$ cat config.mk
export PLATFORM = sky130hd
export DESIGN_NAME = eq_band_sched
export DESIGN_NICKNAME = d
export VERILOG_FILES = /design/src/rtl/eq_pkg.sv /design/src/rtl/eq_gain_regs.sv /design/src/rtl/eq_band_sched.sv
export SDC_FILE = /design/constraint.sdc
export NUM_CORES = 1
export LEC_CHECK = 0
export ABC_AREA = 0
export CAP_MARGIN = 10
export CORE_AREA = 2 2 148 150
export DETAILED_ROUTE_END_ITERATION = 6
export DIE_AREA = 0 0 150 152
export PLACE_DENSITY = 0.82
export SLEW_MARGIN = 40
export SYNTH_ARGS = -nofsm -noshare
export SYNTH_HDL_FRONTEND = slang
export SYNTH_SLANG_ARGS = --single-unit
$ cat constraint.sdc
create_clock -name clk -period 8.35 [get_ports clk]
set_input_delay 1.67 -clock clk [delete_from_list [all_inputs] [get_ports clk]]
set_output_delay 1.67 -clock clk [all_outputs]
set_load 0.05 [all_outputs]
$ cat src/rtl/eq_pkg.sv
// Shared types, defaults and arithmetic helpers for the EQ band scheduler.
// Saturation works on a 64-bit signed value so any DATA_W up to 63 can reuse it.
package eq_pkg;

  localparam int NBANDS_DEF = 8;
  localparam int GAIN_W_DEF = 4;
  localparam int DATA_W_DEF = 24;
  localparam int UNITY_GAIN = 1 << (GAIN_W_DEF - 1);

  typedef enum logic [1:0] {
    ST_IDLE,
    ST_ISSUE,
    ST_WAIT,
    ST_FINISH
  } state_e;

  // Sum of NBANDS products of width dw+gw+1 needs clog2(nb) guard bits.
  function automatic int acc_width(input int dw, input int gw, input int nb);
    return dw + gw + 1 + $clog2(nb);
  endfunction

  function automatic logic signed [63:0] saturate(input logic signed [63:0] v, input int dw);
    logic signed [63:0] hi;
    logic signed [63:0] lo;
    hi = (64'sd1 <<< (dw - 1)) - 64'sd1;
    lo = -(64'sd1 <<< (dw - 1));
    if (v > hi) return hi;
    if (v < lo) return lo;
    return v;
  endfunction

endpackage

$ cat src/rtl/eq_gain_regs.sv
// Shadow/active gain double buffer; active only changes when apply_i is high.
// A load coinciding with apply_i goes straight to active so that sample sees it.
module eq_gain_regs
  import eq_pkg::*;
#(
  parameter int NBANDS = NBANDS_DEF,
  parameter int GAIN_W = GAIN_W_DEF
) (
  input  logic                     clk,
  input  logic                     nreset,
  input  logic                     cfg_load_i,
  input  logic [NBANDS*GAIN_W-1:0] eq_vals_i,
  input  logic                     apply_i,
  output logic [NBANDS*GAIN_W-1:0] active_o
);

  localparam int CFG_W = NBANDS * GAIN_W;
  localparam logic [GAIN_W-1:0] UNITY = GAIN_W'(1 << (GAIN_W - 1));
  localparam logic [CFG_W-1:0] UNITY_ALL = {NBANDS{UNITY}};

  logic [CFG_W-1:0] shadow_q;
  logic [CFG_W-1:0] active_q;

  always_ff @(posedge clk or negedge nreset) begin
    if (!nreset) begin
      shadow_q <= UNITY_ALL;
      active_q <= UNITY_ALL;
    end else begin
      if (cfg_load_i) shadow_q <= eq_vals_i;
      if (apply_i)    active_q <= cfg_load_i ? eq_vals_i : shadow_q;
    end
  end

  assign active_o = active_q;

endmodule

$ cat src/rtl/eq_band_sched.sv
// Shares one band MAC across all (channel, band) jobs of a stereo sample, accumulating
// and saturating per channel; new samples arriving while busy are dropped and flagged.
module eq_band_sched
  import eq_pkg::*;
#(
  parameter int NBANDS = NBANDS_DEF,
  parameter int GAIN_W = GAIN_W_DEF,
  parameter int DATA_W = DATA_W_DEF
) (
  input  logic                       clk,
  input  logic                       nreset,
  input  logic                       newsample,
  input  logic [DATA_W-1:0]          left,
  input  logic [DATA_W-1:0]          right,
  input  logic                       cfg_load,
  input  logic [NBANDS*GAIN_W-1:0]   eq_vals,
  output logic                       mac_start,
  output logic                       mac_ch,
  output logic [$clog2(NBANDS)-1:0]  mac_band,
  output logic [GAIN_W-1:0]          mac_gain,
  output logic [DATA_W-1:0]          mac_din,
  input  logic                       mac_done,
  input  logic [DATA_W+GAIN_W:0]     mac_result,
  output logic [DATA_W-1:0]          out_left,
  output logic [DATA_W-1:0]          out_right,
  output logic                       out_valid,
  output logic                       busy,
  output logic                       overrun
);

  localparam int BAND_W = $clog2(NBANDS);
  localparam int JOB_W  = BAND_W + 1;
  localparam int RES_W  = DATA_W + GAIN_W + 1;
  localparam int ACC_W  = acc_width(DATA_W, GAIN_W, NBANDS);
  localparam int CFG_W  = NBANDS * GAIN_W;

  state_e                    state_q, state_d;
  logic [JOB_W-1:0]          job_q, job_d;
  logic signed [ACC_W-1:0]   acc_q, acc_d;
  logic [DATA_W-1:0]         res_l_q, res_l_d;
  logic [DATA_W-1:0]         res_r_q, res_r_d;
  logic [DATA_W-1:0]         smp_l_q, smp_r_q;
  logic [DATA_W-1:0]         out_left_q, out_right_q;
  logic                      out_valid_q, overrun_q;

  logic [CFG_W-1:0]          gains_act;
  logic [GAIN_W-1:0]         gain_arr [NBANDS];
  logic                      accept, idle;
  logic                      cur_ch;
  logic [BAND_W-1:0]         cur_band;
  logic [GAIN_W-1:0]         cur_gain;
  logic [DATA_W-1:0]         cur_din;
  logic                      last_band, last_job;
  logic signed [ACC_W-1:0]   mac_ext, acc_sum;
  logic signed [63:0]        acc_wide, acc_shift;
  logic [DATA_W-1:0]         ch_sat;
  logic                      job_end;

  assign idle   = (state_q == ST_IDLE);
  assign accept = newsample && idle;

  eq_gain_regs #(.NBANDS(NBANDS), .GAIN_W(GAIN_W)) u_gain_regs (
    .clk        (clk),
    .nreset     (nreset),
    .cfg_load_i (cfg_load),
    .eq_vals_i  (eq_vals),
    .apply_i    (accept),
    .active_o   (gains_act)
  );

  always_comb begin
    for (int b = 0; b < NBANDS; b++) gain_arr[b] = gains_act[GAIN_W*b +: GAIN_W];
  end

  // Job index j: upper bit selects the channel, lower bits the band.
  assign cur_ch    = job_q[BAND_W];
  assign cur_band  = job_q[BAND_W-1:0];
  assign cur_gain  = gain_arr[cur_band];
  assign cur_din   = cur_ch ? smp_r_q : smp_l_q;
  assign last_band = (cur_band == BAND_W'(NBANDS - 1));
  assign last_job  = (job_q == JOB_W'(2 * NBANDS - 1));

  // A skipped job contributes nothing; only WAIT adds the MAC product.
  assign mac_ext   = {{(ACC_W-RES_W){mac_result[RES_W-1]}}, mac_result};
  assign acc_sum   = acc_q + ((state_q == ST_WAIT) ? mac_ext : '0);
  assign acc_wide  = {{(64-ACC_W){acc_sum[ACC_W-1]}}, acc_sum};
  assign acc_shift = acc_wide >>> (GAIN_W - 1);
  assign ch_sat    = DATA_W'(saturate(acc_shift, DATA_W));

  always_comb begin
    state_d   = state_q;
    job_d     = job_q;
    acc_d     = acc_q;
    res_l_d   = res_l_q;
    res_r_d   = res_r_q;
    mac_start = 1'b0;
    job_end   = 1'b0;
    case (state_q)
      ST_IDLE: begin
        if (newsample) begin
          job_d   = '0;
          acc_d   = '0;
          state_d = ST_ISSUE;
        end
      end
      ST_ISSUE: begin
        if (cur_gain == '0) begin
          job_end = 1'b1;
        end else begin
          mac_start = 1'b1;
          state_d   = ST_WAIT;
        end
      end
      ST_WAIT: begin
        if (mac_done) job_end = 1'b1;
      end
      ST_FINISH: begin
        state_d = ST_IDLE;
      end
      default: state_d = ST_IDLE;
    endcase

    if (job_end) begin
      if (last_band) begin
        acc_d = '0;
        if (cur_ch) res_r_d = ch_sat;
        else        res_l_d = ch_sat;
      end else begin
        acc_d = acc_sum;
      end
      if (last_job) begin
        state_d = ST_FINISH;
      end else begin
        job_d   = job_q + JOB_W'(1);
        state_d = ST_ISSUE;
      end
    end
  end

  always_ff @(posedge clk or negedge nreset) begin
    if (!nreset) begin
      state_q     <= ST_IDLE;
      job_q       <= '0;
      acc_q       <= '0;
      res_l_q     <= '0;
      res_r_q     <= '0;
      smp_l_q     <= '0;
      smp_r_q     <= '0;
      out_left_q  <= '0;
      out_right_q <= '0;
      out_valid_q <= 1'b0;
      overrun_q   <= 1'b0;
    end else begin
      state_q     <= state_d;
      job_q       <= job_d;
      acc_q       <= acc_d;
      res_l_q     <= res_l_d;
      res_r_q     <= res_r_d;
      out_valid_q <= (state_q == ST_FINISH);
      if (accept) begin
        smp_l_q <= left;
        smp_r_q <= right;
      end
      if (state_q == ST_FINISH) begin
        out_left_q  <= res_l_q;
        out_right_q <= res_r_q;
      end
      if (newsample && !idle) overrun_q <= 1'b1;
    end
  end

  // Job fields read as zero while idle; stable from ISSUE through mac_done.
  assign mac_ch    = idle ? 1'b0 : cur_ch;
  assign mac_band  = idle ? '0 : cur_band;
  assign mac_gain  = idle ? '0 : cur_gain;
  assign mac_din   = idle ? '0 : cur_din;
  assign out_left  = out_left_q;
  assign out_right = out_right_q;
  assign out_valid = out_valid_q;
  assign busy      = !idle;
  assign overrun   = overrun_q;

endmodule

; ---- Word level (Yosys, flattened, before mapping)
; Cells that the tools add are included.
[totals]
register_bits = 248
input_bits = 114
[op_classes]
n_eq_ne = 7
n_addsub = 2
muxes = 35
reduce_logical = 12
bitwise_logic = 2
n_lt_le_gt_ge = 3
[op_table]
columns = op, count
row1 = 2-to-1 mux 32 bit, 6
row2 = 2-to-1 mux 24 bit, 6
row3 = adder 32 bit, 1
row4 = "greater-than comparator 29 x 24 -> 1 bit, second input constant", 1
row5 = "less-than comparator 29 x 24 -> 1 bit, second input constant", 1
row6 = 2-to-1 mux 4 bit, 7
row7 = binary-select mux 4 bit (select 3 bit), 1
row8 = AND reduction 3 bit, 3
row9 = 2-to-1 mux 1 bit, 8
row10 = 2-to-1 mux 2 bit, 4
row11 = one-hot mux 2 bit (3 select lines), 1
row12 = "adder 4 x 1 -> 4 bit, second input constant", 1
row13 = "equality test 2 bit, second input constant", 2
row14 = "equality test 4 bit, second input constant", 1
row15 = "greater-or-equal comparator 4 bit, second input constant", 1
row16 = zero test 4 bit, 1
row17 = NOT 3 -> 4 bit, 1
row18 = nonzero test 2 bit, 2
row19 = nonzero test 4 bit, 1
row20 = "equality test 3 bit, second input constant", 1
row21 = 2-to-1 mux 3 bit, 1
row22 = "inequality test 3 x 2 -> 1 bit, second input constant", 1
row23 = "inequality test 3 bit, second input constant", 1
row24 = "equality test 2 x 1 -> 1 bit, second input constant", 1
row25 = other kinds (6), 7

; ---- Logic depth before layout (Yosys ltp)
; Gate-level depths: netlist of run 1.
[depth]
word_depth = 9
depth_mapped = 18
mapped_depth_nobuf = 15

; ---- Cells and area by module
; From an unflattened synthesis of run 1, not the netlist that was laid out.
[unflattened]
cells_unflattened = 1096
hier_area_um2 = 12896.1
[by_module_without_submodules]
columns = module, cells_each, area_each_um2, instances, seq_area_each_um2
row1 = eq_band_sched, 960, 10237.3, 1, 4604.4
row2 = eq_gain_regs, 136, 2658.8, 1, 1621.6

; ---- Least setup slack after synthesis of run 1
; Ideal clock, no wire load.
[synth_timing]
path_kind = input to register
from = in mac_result[0]
to = reg res_l_q[11]
path_stages = 14
arrival_time_ns = 4.447
slack_ns = 3.839
t_required_ns = 8.286
setup_time_ns = 0.064
cell_sequence = and2_1 -> ha_1 -> inv_1 -> fa_1 -> nor2b_1 -> o2111ai_1 -> a211oi_1 -> or2_1 -> o21ai_0 -> a211oi_2 -> nor3_1 -> a211oi_2 -> buf_6 -> a221o_2
[synth_between]
elab_chain_cells = 7
word_cells_on_any_way = 10
[synth_rtl]
columns = item, line_no
row1 = "start, declared", eq_band_sched.sv:23  ; input logic [DATA_W+GAIN_W:0] mac_result,
row2 = 2-to-1 mux 32 bit *, eq_band_sched.sv:85  ; assign acc_sum = acc_q + ((state_q == ST_WAIT) ? mac_ext : '0);
row3 = adder 32 bit *, eq_band_sched.sv:85
row4 = less-than comparator 29 x 24 -> 1 bit, eq_pkg.sv:28  ; if (v < lo) return lo;
row5 = 2-to-1 mux 1 bit (2 in series), eq_pkg.sv:28
row6 = 2-to-1 mux 24 bit, eq_pkg.sv:29  ; return v;
row7 = 2-to-1 mux 24 bit *, eq_pkg.sv:28
row8 = "end signal, assigned", eq_band_sched.sv:157  ; res_l_q <= res_l_d;
row9 = "end, declared", eq_band_sched.sv:40  ; logic [DATA_W-1:0] res_l_q, res_l_d;
; Every way passes the cells marked *; elsewhere a longest branch is shown, timed or not. The select of a mux whose other input is x is not followed.
; A chain may end at the register's enable or synchronous reset.

; ---- Worst setup path in the final report of run 1
[layout_timing]
from = in mac_result[0]
to = reg res_r_q[20]
[layout_between]
elab_chain_cells = 7
word_cells_on_any_way = 10
[layout_rtl]
columns = item, line_no
row1 = 2-to-1 mux 32 bit *, eq_band_sched.sv:85
row2 = adder 32 bit *, eq_band_sched.sv:85
row3 = less-than comparator 29 x 24 -> 1 bit, eq_pkg.sv:28
row4 = 2-to-1 mux 1 bit (2 in series), eq_pkg.sv:28
row5 = 2-to-1 mux 24 bit, eq_pkg.sv:29
row6 = 2-to-1 mux 24 bit *, eq_pkg.sv:28
row7 = "end signal, assigned", eq_band_sched.sv:158  ; res_r_q <= res_r_d;
row8 = "end, declared", eq_band_sched.sv:41  ; logic [DATA_W-1:0] res_r_q, res_r_d;
; Marked as above.

==> results of run 1 <==
-- cells by family (layout without fill, tap and decap cells) --
| kind of cell | Yosys count | count (layout) | share of synthesized area, % |
|---|---|---|---|
| other | 0 | 3 | 0 |
| flip-flops | 248 | 248 | 51.55 |
| AND/OR/NAND/NOR | 192 | 192 | 8.071 |
| adder cells (fa/ha/maj) | 38 | 38 | 3.999 |
| AO/OA/AOI/OAI | 197 | 197 | 12.54 |
| XOR/XNOR | 26 | 26 | 1.886 |
| buffers and inverters | 75 | 269 | 2.704 |
| multiplexers | 202 | 202 | 19.25 |
-- registers in the layout (all words and copies together) (netlist names) --
| name | flops |
|---|---|
| acc_q | 32 |
| job_q | 4 |
| out_left | 24 |
| out_right | 24 |
| out_valid | 1 |
| overrun | 1 |
| res_l_q | 24 |
| res_r_q | 24 |
| smp_l_q | 24 |
| smp_r_q | 24 |
| state_q | 2 |
| u_gain_regs.active_o | 32 |
| u_gain_regs.shadow_q | 32 |
-- cell type report --
| cell class | instances | area share [%] |
|---|---|---|
| antenna | 3 | 0.04946 |
| tap | 280 | 2.308 |
| timing repair buffer | 209 | 13.91 |
| clock buffer | 37 | 4.954 |
| sequential | 248 | 41.02 |
| clock inverter | 8 | 0.7006 |
| multi-input combinational | 655 | 36.70 |
| inverter | 15 | 0.3709 |
-- worst max-delay path: stages --
cell and delay, ps:
clkdlybuf4s50_1 470, and2_1 120, ha_1 190, inv_1 60, fa_1 390, nor2b_1 190, o2111ai_1 190, a211oi_1 370
o21ai_0 210, and4_1 250, nor3_2 350, nand4_4 230, a21oi_4 550, a221o_1 250
-- cell usage after synthesis, types with 8 or more instances --
cell | instances | area share, %
a21oi_1 | 42 | 1.7
a221o_1 | 29 | 2.4
a221o_2 | 10 | 0.93
a22o_1 | 26 | 1.9
and2_1 | 36 | 1.9
buf_1 | 11 | 0.34
buf_2 | 15 | 0.62
clkbuf_1 | 30 | 0.93
dfrtp_1 | 232 | 48
dfstp_2 | 16 | 3.5
ha_1 | 37 | 3.8
inv_1 | 15 | 0.47
mux2_2 | 162 | 15
mux2i_1 | 32 | 2.7
mux4_2 | 8 | 1.5
nand2_1 | 43 | 1.3
nand3_1 | 12 | 0.50
nand4_1 | 8 | 0.41
nor2_1 | 54 | 1.7
o21ai_0 | 25 | 1.0
xnor2_1 | 12 | 0.87
xor2_1 | 14 | 1.0
-- metrics by stage --
| step | hold slack (ps) | worst slack (ps) | instances | power (mW) | utilization, % |
|---|---|---|---|---|---|
| 2_1_floorplan | 456.3 | 3839 | 978 | 2.972 | - |
| 3_3_place_gp | 440.6 | 2784 | 1405 | 3.554 | 66.63 |
| 6_report | 483.0 | 3302 | 1455 | 4.772 | 71.10 |
| 4_1_cts | 488.7 | 3278 | 1452 | 4.804 | 71.04 |
| 3_5_place_dp | 470.8 | 2732 | 1407 | 3.614 | 67.02 |
| 5_1_grt | 507.9 | 2984 | 1452 | 5.003 | 71.06 |
-- path summary, 6_finish.rpt --
kind,startpoint,end
max in group asynchronous,nreset,smp_r_q[8]
setup reg to reg,state_q[0],res_r_q[20]
hold reg to reg,overrun,overrun
setup / recovery,mac_result[0],res_r_q[20]
hold / removal,overrun,overrun
min in group asynchronous,nreset,acc_q[23]
-- power by group through the flow --
stage | combinational, mW | sequential (mW) | clock [mW]
2_1_floorplan | 1.35 | 1.62 | 0
3_3_place_gp | 1.90 | 1.66 | 0
3_5_place_dp | 1.94 | 1.68 | 0
4_1_cts | 1.96 | 1.66 | 1.18
5_1_grt | 2.08 | 1.70 | 1.23
6_report | 1.95 | 1.66 | 1.16
-- per-layer routing --
layer	vias to the layer above	GRT usage, %
li1	3937	-
met4	0	6.289
met2	287	42.31
met3	45	8.198
met1	4218	33.45
met5	-	0
==> out/results.ini, run 1 <==
[run_status]
status=finished clean

[power_and_ir_drop]
seqPwrFrac_pct=34.8
intPower_mw=2.959
pwr_density_cell_nw_per_um2=314.4
pwr-share-comb_pct=40.8
power_switching_mw=1.814
switching_share_pct=38.00
vdd_drop_max_mv=0.2889
p_leak_nw=6.803
p_clk_share_pct=24.4

[layout]
multi_input_area_um2=5570
fillerInstances=1546
nets=1307
final_common_cell=dfrtp_1
areaGrowthSynthToFinish_pct=25.69
final_cell_mix=dfrtp_1, clkdlybuf4s50_1, mux2_2, nor2_1, nand2_1
area.sequential_um2=6226
final_area_um2=15180
drive_above_1_share_pct=23.04

[route]
routed_wl_um=29160
dr.pass1.iters=5
wl_met2_um=13910
wl_met3_um=2525
met1Wirelength_um=12070
drc=0
vias=8487
ant_nets=0
top_layer=met4
vias_per_cell=5.833
wl_per_cell_um=20.04
drtIter0Drc=449

[setup_path]
worstPathArrival_ps=5520
reg2reg_depth=15
critPathRequiredTime_ps=8820
end_kind=flop
reg2reg_slack_ps=3750
cp-start-kind=input port
crit_fanout=19
crit_type=input port to flop

[sta]
fin_setup_tns_ps=0
final-setup-viol-count=0
finalCritPeriodShare_pct=60.46
fmaxAchievable_mhz=198.1
clock_skew_ps=13.02
hold_viol_final=0
min_period_ps=5048
tightest_slew_ps=699.5
rsz0062_at_grt=false
final_max_slew_viol_count=0
slew-limit-headroom_pct=53.27

[yosys]
yosysUniqueCellTypes=65
ys.flop_type=dfrtp_1
avgSynthCellArea_um2=12.35
synth_warnings=0
ys_async_sr_fraction_pct=100.0
synth_edf_count=0
netlist_area_um2=12080
synth_seq_cells=248
synthCells=978
yosysSeqAreaShare_pct=51.55
syn_nets=1130

[global_route]
antenna_found_initial=3
grt_overflow=0
grt_max_degree=86
grt_use_total_pct=25.79
grt_pass1_wl_um=47040
grt_pass1_vias=8914

[floorplanning]
io_pins=198
start_util_pct=56.56
row_count=54
die_width_um=150
core_um2=21350
dieArea_um2=22800
die_y_um=152

[placement]
io_buffer_count=197
place_congestion=0.9168
placed_cell_area_um2=14310
dpl.hpwl_um=20240

[cts]
h-tree-depth=1
ctsRootBufferMaster=clkbuf_16
postCtsResizedCells=0
hold_buffers=0
cts_made_buffers=26
worstSkewPairLatency_ps=540
cts_buffer_depth=3
cts_setup_buffers=0
clock_sinks=248
cts_tree=done
clk_pin_slew_ps=60

[hold_path]
hp-class=flop to flop
hold_depth=1

[run]
cap_viol_max_count=0

Note: power is estimated with default switching activity, not from simulation.
==> run 2, diff against run 1 <==
Settings changed: CORE_AREA 2 2 148 150 to 2 2 160 162, DIE_AREA 0 0 150 152 to 0 0 162 164, PLACE_DENSITY 0.82 to 0.74.
Clock period 8.35 ns to 4.2 ns, I/O delays scaled along.
==> run 2 against run 1 <==
- via count is 2.1% higher
- die area is 17% higher
- clock-buffer cell count is 3 higher
- hold slack worse by 340 ps
==> out/results.ini, run 2 (synthesis results as in run 1) <==
[setup_path]
worstPathArrival_ps=3120
crit_buf_inv=1
reg2reg_depth=18
cp-start-kind=flop
reg2reg_slack_ps=320
crit_family=flip-flops
end_kind=primary output
crit_type=flop to primary output
path_cells=mux4_2, mux2i_1, and4_1, nor2_1, clkdlybuf4s50_1
rr_endpoint=res_l_q[7]
critPathRequiredTime_ps=3360
critical_path.max_stage_delay_ps=780
r2r-start=state_q[0]
crit_fanout=14
slowest_stage=dfrtp_1

[power_and_ir_drop]
vdd_drop_max_mv=0.6273
pwr_density_cell_nw_per_um2=624.9
p_leak_nw=7.112

[sta]
tightest_slew_ps=770.6
min_period_ps=3958
final_max_slew_viol_count=0
finalCritPeriodShare_pct=94.24
rsz0062_at_grt=false
fmaxAchievable_mhz=252.7
slew-limit-headroom_pct=48.63
hold_ws_ps=145.5
hold_viol_final=0
clock_skew_ps=10.64
final-setup-viol-count=0

[run]
cap_viol_max_count=0

[cts]
ctsRootBufferMaster=clkbuf_16
cts_buffer_depth=3
worstSkewPairLatency_ps=550
cts_tree=done
clock_sinks=248
clk_pin_slew_ps=60
h-tree-depth=1
cts_made_buffers=27

[layout]
fillerInstances=1965
areaGrowthSynthToFinish_pct=30.00
multi_input_area_um2=5540
drive_above_1_share_pct=26.32
final_cell_mix=dfrtp_1, clkdlybuf4s50_1, mux2_2, buf_4, nor2_1
fin_util_pct=63.26
final_common_cell=dfrtp_1
area.sequential_um2=6227
finalNonFillerCells=1559
nets=1359

[global_route]
antenna_found_initial=2
grt_use_total_pct=22.87
grt_overflow=0
grt_util_met1_pct=29.43
met2_usage_pct=37.18
grt_pass1_wl_um=48510
met3_usage_pct=7.980
grt_pass1_vias=9039
grt_max_degree=95
top_usage_layer=met2

[floorplanning]
start_util_pct=48.66
dieArea_um2=26570
row_count=58
io_pins=198
die_width_um=162
die_y_um=164
core_um2=24820

[route]
ant_nets=0
drtIter0Drc=546
drc=0
wl_per_cell_um=19.17
vias=8664
dr.pass1.iters=7
vias_per_cell=5.557
routed_wl_um=29880

[placement]
dpl.hpwl_um=21150
place_inst=1507
io_buffer_count=197
place_congestion=0.8857

[hold_path]
hp-class=input port to asynchronous set/reset pin

[run_status]
status=finished clean

-- run 2: timing repair --
| action | CTS | global route |
|---|---|---|
| buffers inserted | 0 | 0 |
| hold buffers | 0 | 0 |
| endpoints found under the setup margin | 0 | 1 |
| gates resized for setup | 0 | 1 |
-- run 2: stage by stage --
step	total power [mW]	worst slack [ps]	setup TNS (ps)	area (um^2)
floorplan	5.909	258.6	0	12080
global placement	7.290	34.03	0	14730
detailed placement	7.367	-102.4	-1477	14730
CTS	9.892	54.39	0	15670
global route	10.34	11.85	0	15700
finish	9.811	242.1	0	15700
-- run 2: routing by layer --
metal  up-vias  share of wire (%)
met2       274                 46
met1      4297                 42
met3        44                9.3
met5         -              0.054
met4         2                2.2
li1       4047                  -
-- run 2: cell type report --
class / count / area share, %
antenna: 2 / 0.03188
sequential: 248 / 39.66
timing repair buffer: 260 / 16.05
clock inverter: 9 / 0.9165
tap: 330 / 2.630
inverter: 15 / 0.3586
clock buffer: 40 / 5.061
multi-input combinational: 655 / 35.29
-- run 2: power breakdown --
part | internal, mW | leakage [nW] | switching (mW)
Sequential | 2.98 | 3.18 | 0.305
Clock | 1.50 | 0.455 | 0.974
Combinational | 1.68 | 3.47 | 2.37
-- run 2: worst register-to-register path, cell delays in order, from the launching register on --
cell and delay [ps]:
dfrtp_1 400, inv_1 110, ha_1 180, buf_4 160
and2_1 140, ha_1 150, inv_1 50, fa_1 400
nor2b_1 180, o2111ai_1 170, a211oi_1 330, or2_1 200
o21ai_0 120, a211oi_2 260, nor3_1 90, buf_4 160
a211oi_2 350, buf_4 240, a221o_1 140
-- run 2: worst max path at each step --
stage,startpoint,cells past startpoint,endpoint
floorplan,state_q[0],18,res_l_q[17]
global placement,mac_result[0],16,res_r_q[3]
detailed placement,mac_result[0],16,res_l_q[7]
CTS,job_q[1],6,mac_start
global route,state_q[0],18,res_r_q[4]
finish,job_q[2],5,mac_start
